File: src/rtl/instr_fetch_unit_pkg.sv
// Shared fetch-stage constants: default widths, reset PC, PC increment and the NOP
// encoding agreed with the decode/execute side.
package instr_fetch_unit_pkg;

   localparam int          ADDR_W_DEF   = 32;
   localparam int          DATA_W_DEF   = 32;
   localparam logic [31:0] RESET_PC_DEF = 32'h0000_0000;
   localparam int          PC_STEP      = 4;
   localparam logic [31:0] NOP_INSTR    = 32'h0000_0013;

   // Width of a counter that must hold every value from 0 up to depth inclusive.
   function automatic int cnt_width(input int depth);
      return $clog2(depth + 1);
   endfunction

endpackage

File: src/rtl/instr_fetch_unit_fetch_buffer.sv
// Synchronous FIFO holding {pc, instr} pairs returned by instruction memory.
// Supports flush, and push with pop in the same cycle even when full.
module instr_fetch_unit_fetch_buffer #(
   parameter int DEPTH = 2,
   parameter int WIDTH = 64
) (
   input  logic                         clk,
   input  logic                         reset,
   input  logic                         flush,
   input  logic                         push,
   input  logic [WIDTH-1:0]             push_data,
   input  logic                         pop,
   output logic [WIDTH-1:0]             head_data,
   output logic [$clog2(DEPTH+1)-1:0]   count
);

   localparam int CNT_W = $clog2(DEPTH + 1);
   localparam int PTR_W = $clog2(DEPTH);

   logic [WIDTH-1:0] mem [DEPTH];
   logic [PTR_W-1:0] wr_ptr;
   logic [PTR_W-1:0] rd_ptr;
   logic             do_push;
   logic             do_pop;

   function automatic logic [PTR_W-1:0] ptr_inc(input logic [PTR_W-1:0] p);
      return (p == PTR_W'(DEPTH - 1)) ? '0 : p + PTR_W'(1);
   endfunction

   assign do_pop    = pop && (count != '0);
   // A full buffer still accepts a write when the head leaves in the same cycle.
   assign do_push   = push && ((count != CNT_W'(DEPTH)) || do_pop);
   assign head_data = mem[rd_ptr];

   always_ff @(posedge clk or posedge reset) begin
      if (reset) begin
         wr_ptr <= '0;
         rd_ptr <= '0;
         count  <= '0;
      end else if (flush) begin
         wr_ptr <= '0;
         rd_ptr <= '0;
         count  <= '0;
      end else begin
         if (do_push) wr_ptr <= ptr_inc(wr_ptr);
         if (do_pop)  rd_ptr <= ptr_inc(rd_ptr);
         case ({do_push, do_pop})
            2'b10:   count <= count + CNT_W'(1);
            2'b01:   count <= count - CNT_W'(1);
            default: count <= count;
         endcase
      end
   end

   always_ff @(posedge clk) begin
      if (do_push && !flush) mem[wr_ptr] <= push_data;
   end

endmodule

File: src/rtl/instr_fetch_unit.sv
// Fetch stage: owns the PC, issues in-order imem requests under a credit limit, buffers
// responses with their PC and hands one instruction per cycle to decode.
module instr_fetch_unit
   import instr_fetch_unit_pkg::*;
#(
   parameter int                ADDR_W    = ADDR_W_DEF,
   parameter int                DATA_W    = DATA_W_DEF,
   parameter int                BUF_DEPTH = 2,
   parameter logic [ADDR_W-1:0] RESET_PC  = ADDR_W'(RESET_PC_DEF)
) (
   input  logic              clk,
   input  logic              reset,
   output logic              imem_req,
   output logic [ADDR_W-1:0] imem_addr,
   input  logic              imem_gnt,
   input  logic              imem_rvalid,
   input  logic [DATA_W-1:0] imem_rdata,
   output logic              if_valid,
   output logic [DATA_W-1:0] if_instr,
   output logic [ADDR_W-1:0] if_pc,
   input  logic              id_ready,
   input  logic              redirect_valid,
   input  logic [ADDR_W-1:0] redirect_pc,
   output logic              err_spurious
);

   localparam int                CNT_W = cnt_width(BUF_DEPTH);
   localparam int                ENT_W = ADDR_W + DATA_W;
   localparam logic [ADDR_W-1:0] STEP  = ADDR_W'(PC_STEP);

   logic [ADDR_W-1:0] pc;
   logic [ADDR_W-1:0] resp_pc;
   logic [ADDR_W-1:0] redirect_aligned;
   logic [CNT_W-1:0]  outstanding;
   logic [CNT_W-1:0]  drop_cnt;
   logic [CNT_W-1:0]  out_after_resp;
   logic [CNT_W-1:0]  buf_count;
   logic [CNT_W:0]    credit_used;
   logic [ENT_W-1:0]  head;
   logic              buf_nonempty;
   logic              pop;
   logic              push;
   logic              gnt_fire;
   logic              resp_fire;

   assign buf_nonempty     = (buf_count != '0);
   assign if_valid         = buf_nonempty && !redirect_valid;
   assign pop              = if_valid && id_ready;
   assign if_instr         = buf_nonempty ? head[DATA_W-1:0]     : '0;
   assign if_pc            = buf_nonempty ? head[ENT_W-1:DATA_W] : '0;
   assign redirect_aligned = redirect_pc & ~ADDR_W'(3);

   // The slot freed by this cycle's pop is lent to a new request, which is what lets a
   // two-entry buffer keep up with one instruction per cycle.
   assign credit_used = {1'b0, buf_count} + {1'b0, outstanding} - (CNT_W+1)'(pop);
   assign imem_req    = !reset && !redirect_valid && (credit_used < (CNT_W+1)'(BUF_DEPTH));
   assign imem_addr   = pc;
   assign gnt_fire    = imem_req && imem_gnt;

   assign resp_fire      = imem_rvalid && (outstanding != '0);
   assign out_after_resp = outstanding - CNT_W'(resp_fire);
   assign push           = resp_fire && !redirect_valid && (drop_cnt == '0);

   always_ff @(posedge clk or posedge reset) begin
      if (reset) begin
         pc           <= RESET_PC;
         resp_pc      <= RESET_PC;
         outstanding  <= '0;
         drop_cnt     <= '0;
         err_spurious <= 1'b0;
      end else begin
         outstanding <= out_after_resp + CNT_W'(gnt_fire);
         if (imem_rvalid && (outstanding == '0)) err_spurious <= 1'b1;
         // Everything still in flight after a redirect belongs to the old path.
         if (redirect_valid) begin
            pc       <= redirect_aligned;
            resp_pc  <= redirect_aligned;
            drop_cnt <= out_after_resp;
         end else begin
            if (gnt_fire) pc <= pc + STEP;
            if (push)     resp_pc <= resp_pc + STEP;
            if (resp_fire && (drop_cnt != '0)) drop_cnt <= drop_cnt - CNT_W'(1);
         end
      end
   end

   instr_fetch_unit_fetch_buffer #(
      .DEPTH (BUF_DEPTH),
      .WIDTH (ENT_W)
   ) u_fetch_buffer (
      .clk       (clk),
      .reset     (reset),
      .flush     (redirect_valid),
      .push      (push),
      .push_data ({resp_pc, imem_rdata}),
      .pop       (pop),
      .head_data (head),
      .count     (buf_count)
   );

endmodule

File: config.mk
export PLATFORM = sky130hd
export DESIGN_NAME = instr_fetch_unit
export DESIGN_NICKNAME = d
export VERILOG_FILES = /design/src/rtl/instr_fetch_unit_pkg.sv /design/src/rtl/instr_fetch_unit_fetch_buffer.sv /design/src/rtl/instr_fetch_unit.sv
export SDC_FILE = /design/constraint.sdc
export NUM_CORES = 1
export LEC_CHECK = 0
export CAP_MARGIN = 20
export CORE_UTILIZATION = 57
export DETAILED_ROUTE_END_ITERATION = 16
export GPL_ROUTABILITY_DRIVEN = 1
export GPL_TIMING_DRIVEN = 0
export PLACE_DENSITY = 0.95
export SYNTH_ARGS = -nofsm -noshare
export SYNTH_HDL_FRONTEND = slang
export SYNTH_SLANG_ARGS = --single-unit
File: constraint.sdc
create_clock -name clk -period 11 [get_ports clk]
set_clock_uncertainty 0.1 [all_clocks]
set_input_delay 2.2 -clock clk [delete_from_list [all_inputs] [get_ports clk]]
set_output_delay 2.2 -clock clk [all_outputs]
set_load 0.02 [all_outputs]
==> results of run 1 <==
[final cells by class]
class | instances | area, um2 | share of cell area, %
Clock buffer | 19 | 443 | 3.84
Timing Repair Buffer | 175 | 1770 | 15.3
Sequential cell | 193 | 5450 | 47.2
Multi-Input combinational cell | 482 | 3280 | 28.4
Tap cell | 211 | 264 | 2.29
Buffer | 42 | 180 | 1.56
Inverter | 19 | 73.8 | 0.639
Clock inverter | 13 | 90.1 | 0.780
[worst max-delay path by stage]
stage | end | slack, ps | cells after the start
global route | imem_req | 1890 | 12
finish | imem_req | 2020 | 12
CTS | imem_req | 2140 | 12
detailed placement | imem_req | 2150 | 12
floorplan | u_fetch_buffer.mem[1][0] | 2950 | 4
global placement | u_fetch_buffer.mem[1][26] | -100 | 5
[worst max-delay path: stages]
cell             delay [ps]
clkdlybuf4s50_1         620
clkbuf_1                400
clkbuf_1                550
nor2_1                  160
and2_1                  230
ha_1                    280
or2b_1                  230
fa_1                    390
xor2_1                  340
clkbuf_1                410
and3_1                  250
clkdlybuf4s50_1         620
[cell families after synthesis]
family	count (synthesis)	synth area share (%)
DFF	193	60.8
xor gates and xnor gates	21	2.05
other	1	0.0419
adders and majority gates	8	1.20
AOI/OAI and AO/OA	103	8.32
and+or+nand+nor	271	16.2
muxes	75	8.50
buffers and inverters	61	2.81
[Yosys cell counts (all sizes together) (15+ instances only)]
master  count
nor4       16
inv        18
a31oi      21
mux2i      66
o31ai      19
and4       15
or4        22
nor2      105
a211oi     18
nand4      24
nand2      18
edfxtp    124
clkbuf     31
nand3      20
dfrtp      69
[registers in the layout, summed over array words and instances (netlist names)]
name / cells
u_fetch_buffer.rd_ptr: 1
drop_cnt: 2
u_fetch_buffer.count: 2
u_fetch_buffer.wr_ptr: 1
imem_addr: 30
u_fetch_buffer.mem: 124
err_spurious: 1
outstanding: 2
resp_pc: 30
[power by group through the flow]
stage	Clock, mW	Combinational, mW	Sequential (mW)
finish	0.561	0.512	0.917
floorplan	0	0.285	0.927
detailed placement	0	0.500	0.927
CTS	0.562	0.509	0.914
global route	0.591	0.548	0.923
global placement	0	0.473	0.929
[per-stage QoR]
step / hold slack [ps] / cell area (um2) / utilization (%)
detailed placement: 369 / 11000 / 72.2
finish: 385 / 11500 / 75.7
global route: 407 / 11500 / 75.7
floorplan: 364 / 8970 / -
global placement: 361 / 10900 / 71.2
CTS: 384 / 11500 / 75.7
[layer usage]
| layer | wire, um | up-vias |
|---|---|---|
| met5 | 0 | - |
| met1 | 8630 | 3401 |
| met3 | 2200 | 68 |
| li1 | - | 3184 |
| met4 | 691 | 0 |
| met2 | 11200 | 473 |
==> metrics.txt, run 1 <==
Pwr Density 172 mW/mm2; Worst slew margin 30.3%; number of flops mapped to enable cells by yosys 124; prevailing post-synth register cell edfxtp_1; grt met1 use 35.4%; R2R Path End imem_addr[6]; Hold Fails Final Rpt 0; clk slew on worst S/H paths 70 ps; DR iter-0 viols 736; die area 0.0162 mm2; Syn Area/Cell 12.2 um2; crit end category output pin; Core Footprint 0.0153 mm2; Worst setup SP type input port; Int Pwr 1.36 mW; ant diodes 0; post-synth cell types 54; CP Max Fanout 10; fin crit period 8980 ps; most frequent cells in the layout 162 x clkdlybuf4s50_1, 124 x edfxtp_1, 105 x nor2_1, 69 x dfrtp_1, 66 x mux2i_1; Starting Density 58.7%; wire length per cell 19.7 um; number of I/O pins 169; Area Growth Syn to Fin 28.9%; largest net degree at the start of global routing 70; final setup vio count 0; clock power share 28.2%; CP arrival 6680 ps; Via density 6.18; nets 1008; Horiz. Die Dim 127 um; clock tree from TritonCTS built; largest area contributor in the netlist edfxtp_1; pre-CTS setup slack 2150 ps; FF+latch count, synth 193; Clock Path Buffers 2; setup TNS 0 ps; Worst Hold End err_spurious; Vias 7126; final wirelength 22700 um; Seq pwr share 46.1%; Worst Hold Class reg2reg; worst reg2reg path depth 12; Post-CTS Setup Inserts 0; Post-synth ARST share 35.8%; Slew Viols, Final 0; hold path cells 1; Synth Cell Area 0.00896 mm2; initial antenna violation count 0; worst slew pin tran 1040 ps; sequential fraction of the synthesis area 60.8%; Worst EP required 8700 ps; later-pin clock latency in the skew report 430 ps; Post-DP HPWL 15900 um; Register-to-Register Setup Slack 6270 ps; met3 usage 6.24%; Port Buffers 162; CTS sink cnt 193; total power 1.99 mW; fin cells 1154; leakage power 3.95 nW; share of cells above drive strength 1 7.32%; Peak Freq 111 MHz; HP Start err_spurious; DRC 0; Root Driver clkbuf_16; Ys Warns 0; RSZ-0062 raised after global routing false; Setup WS post-layout 2020 ps; Synth Instances 733; number of global-route vias before repair 6950; switching share of total power 31.5%; gr ovfl total 0; gr busiest metal met2; first-pass GRT wire length 35500 um; Synth area leaders edfxtp_1 42%, dfrtp_1 19%, mux2i_1 7.4%; switching pwr 626 uW; First-pass DRT Iterations 5; Setup CP Type in2out; Routed Antenna Nets 0; hold_buf cts 0; maximum level of the CTS H-tree 4; Max-Cap Viols 0; commonest non-fill, non-tap cell in the layout clkdlybuf4s50_1; VDD IR max 0.133 mV; M2 GR Usage 48.7%; TritonCTS buffer count 17; placed insts 1122; std cell rows 45; Crit. Startpoint redirect_valid; GP Congestion 0.936; fin crit share 81.6%; Fillers 940; share of Yosys cell area claimed by the top area cell type 41.6%; status complete, no violations; Total Routing Usage GR 28.7%; reg2reg start u_fetch_buffer.count[0]; Comb power frac 25.7%; Die H 127 um; PostCTS Resize Cnt 0
(Power assumes the default switching activity.)
==> run 2, diff against run 1 <==
--- a/config.mk
+++ b/config.mk
@@ -6,11 +6,11 @@
 export NUM_CORES = 1
 export LEC_CHECK = 0
 export CAP_MARGIN = 20
-export CORE_UTILIZATION = 57
+export CORE_UTILIZATION = 47
 export DETAILED_ROUTE_END_ITERATION = 16
 export GPL_ROUTABILITY_DRIVEN = 1
 export GPL_TIMING_DRIVEN = 0
-export PLACE_DENSITY = 0.95
+export PLACE_DENSITY = 0.85
 export SYNTH_ARGS = -nofsm -noshare
 export SYNTH_HDL_FRONTEND = slang
 export SYNTH_SLANG_ARGS = --single-unit
==> constraint.sdc (replaced) <==
create_clock -name clk -period 7.44 [get_ports clk]
set_clock_uncertainty 0.1 [all_clocks]
set_input_delay 1.488 -clock clk [delete_from_list [all_inputs] [get_ports clk]]
set_output_delay 1.488 -clock clk [all_outputs]
set_load 0.02 [all_outputs]
==> run 2 against run 1 <==
  * Sequential power is 47% higher
  * First-iteration DRC count is 32% lower
  * Global-route usage is 5.8 points lower
  * Critical path type unchanged
  * Largest power group unchanged
==> metrics.txt, run 2 (synthesized netlist as in run 1, its figures left out) <==
commonest non-fill, non-tap cell in the layout clkdlybuf4s50_1 (unchanged); Post-DP HPWL 16000 um (was 15900 um); status complete, no violations (unchanged); DP Area 0.0110 mm2 (about the same); Worst Hold Class reg2reg (unchanged); DRC 0 (unchanged); total power 2.94 mW (was 1.99 mW); Max-Cap Viols 0 (unchanged); Setup CP Type in2out (unchanged); Crit. Startpoint redirect_valid (unchanged); Root Driver clkbuf_16 (unchanged); Pwr Density 254 mW/mm2 (was 172 mW/mm2); stages on the worst setup path 12 (unchanged); gr ovfl total 0 (unchanged); Port Buffers 162 (unchanged); CTS sink cnt 193 (unchanged); DR iter-0 viols 503 (was 736); Horiz. Die Dim 140 um (was 127 um); Peak Freq 138 MHz; worst slew pin tran 877 ps (was 1040 ps); share of cells above drive strength 1 7.64% (was 7.32%); reg2reg start u_fetch_buffer.count[0] (unchanged); Largest Register u_fetch_buffer.mem (unchanged); fin crit period 7230 ps; First-pass DRT Iterations 5 (unchanged); Register-to-Register Setup Slack 2760 ps (was 6270 ps); first-pass GRT wire length 34700 um (was 35500 um); final wirelength 21900 um (was 22700 um); Worst slew margin 41.3% (was 30.3%); GP Congestion 0.910 (was 0.936); pre-CTS setup slack 140 ps (was 2150 ps); initial antenna violation count 0 (unchanged); wire length per cell 18.6 um (was 19.7 um); fin crit share 97.2%; Vias 6917 (was 7126); Worst EP required 5850 ps (was 8700 ps); ant diodes 0 (unchanged); final setup vio count 0 (unchanged); std cell rows 50 (was 45); fin cells 1177 (was 1154); CP endpoint imem_req (unchanged); Hold Fails Final Rpt 0 (unchanged); Total Routing Usage GR 22.9% (was 28.7%); Starting Density 47.9% (was 58.7%); Setup WS post-layout 211 ps (was 2020 ps); slowest CP cell clkdlybuf4s50_1 (unchanged); crit end category output pin (unchanged); Crit path max-delay family buffers and inverters (unchanged); nets 1008 (unchanged); max reg flops 124 (unchanged); clk slew on worst S/H paths 70 ps (about the same); clock tree from TritonCTS built (unchanged); worst reg2reg path depth 12 (unchanged); post-route cell area 0.0116 mm2 (was 0.0115 mm2); TritonCTS buffer count 17 (unchanged); RSZ-0062 raised after global routing false (unchanged); VDD IR max 0.169 mV (was 0.133 mV); maximum level of the CTS H-tree 4 (unchanged); die area 0.0196 mm2 (was 0.0162 mm2); Routed Antenna Nets 0 (unchanged); CP Max Fanout 10 (unchanged); number of global-route vias before repair 6590 (was 6950); Fillers 1478 (was 940); Die H 140 um (was 127 um); Slew Viols, Final 0 (unchanged); most frequent cells in the layout 162 x clkdlybuf4s50_1, 124 x edfxtp_1, 105 x nor2_1, 69 x dfrtp_1, 66 x mux2i_1 (unchanged); Clock Path Buffers 2 (unchanged); Core Footprint 0.0187 mm2 (was 0.0153 mm2); Via density 5.88 (was 6.18); Worst setup SP type input port (unchanged); Max stage delay on crit path 610 ps (was 620 ps); leakage power 3.97 nW (was 3.95 nW); number of I/O pins 169 (unchanged); CP cell instances clkdlybuf4s50_1 > clkbuf_1 > clkbuf_2 > nor2_1 > and2_1 > ha_1 > or2b_1 > fa_1 > xor2_1 > clkbuf_1 > and3_1 > clkdlybuf4s50_1 (was clkdlybuf4s50_1 > clkbuf_1 > clkbuf_1 > nor2_1 > and2_1 > ha_1 > or2b_1 > fa_1 > xor2_1 > clkbuf_1 > and3_1 > clkdlybuf4s50_1); later-pin clock latency in the skew report 430 ps (about the same); CP arrival 5640 ps (was 6680 ps); Area Growth Syn to Fin 29.4% (was 28.9%); Worst Path Buf+Inv 5 (unchanged); largest net degree at the start of global routing 70 (unchanged); R2R Path End imem_addr[6] (unchanged); placed insts 1144 (was 1122)
run 2: cell count changes in the layout (fill, tap and decap cells not counted), sizes merged:
cell / before / now
inv: 19 / 26
clkinv: 10 / 5
clkinvlp: 3 / 1
clkbuf: 50 / 51
clkdlybuf4s15: 1 / 0
run 2: cell type report:
type	count	area, um2	share of cell area [%]
Buffer	42	181	1.57
Clock buffer	19	444	3.83
Clock inverter	13	98.8	0.853
Inverter	19	73.8	0.637
Multi-Input combinational cell	482	3280	28.3
Sequential cell	193	5450	47.0
Tap cell	234	293	2.53
Timing Repair Buffer	175	1770	15.3
run 2: timing repair:
item | CTS | global route
setup buffers | 0 | 0
resized for setup | 0 | 2
setup endpoints to repair | 0 | 1
hold buffers | 0 | 0
run 2: through the flow:
step,hold WS [ps],utilization [%],setup TNS (ps)
finish,374,62.0,0
global route,394,62.0,0
CTS,378,61.9,0
detailed placement,363,59.0,0
global placement,357,58.2,-352650
floorplan,364,-,0
run 2: layer usage:
layer / up-vias / wire length, um / track usage, % / share of wire (%)
li1: 3188 / - / - / -
met1: 3319 / 9090 / 30.1 / 42
met2: 364 / 10500 / 36.9 / 48
met3: 46 / 1770 / 4.72 / 8.1
met4: 0 / 505 / 10.2 / 2.3
met5: - / 0 / 0 / 0
run 2: power by group:
group          internal, mW  total [mW]  switching [mW]
Sequential             1.25        1.35           0.101
Clock                 0.444       0.846           0.403
Combinational         0.329       0.744           0.415
Total                  2.02        2.94           0.919
run 2: worst min-delay path by stage:
stage / endpoint / slack (ps) / cells after the start / start
floorplan: u_fetch_buffer.mem[0][55] / 360 / 0 / resp_pc[23]
global placement: err_spurious / 360 / 1 / err_spurious
detailed placement: err_spurious / 360 / 1 / err_spurious
CTS: err_spurious / 380 / 1 / err_spurious
global route: err_spurious / 390 / 1 / err_spurious
finish: err_spurious / 370 / 1 / err_spurious
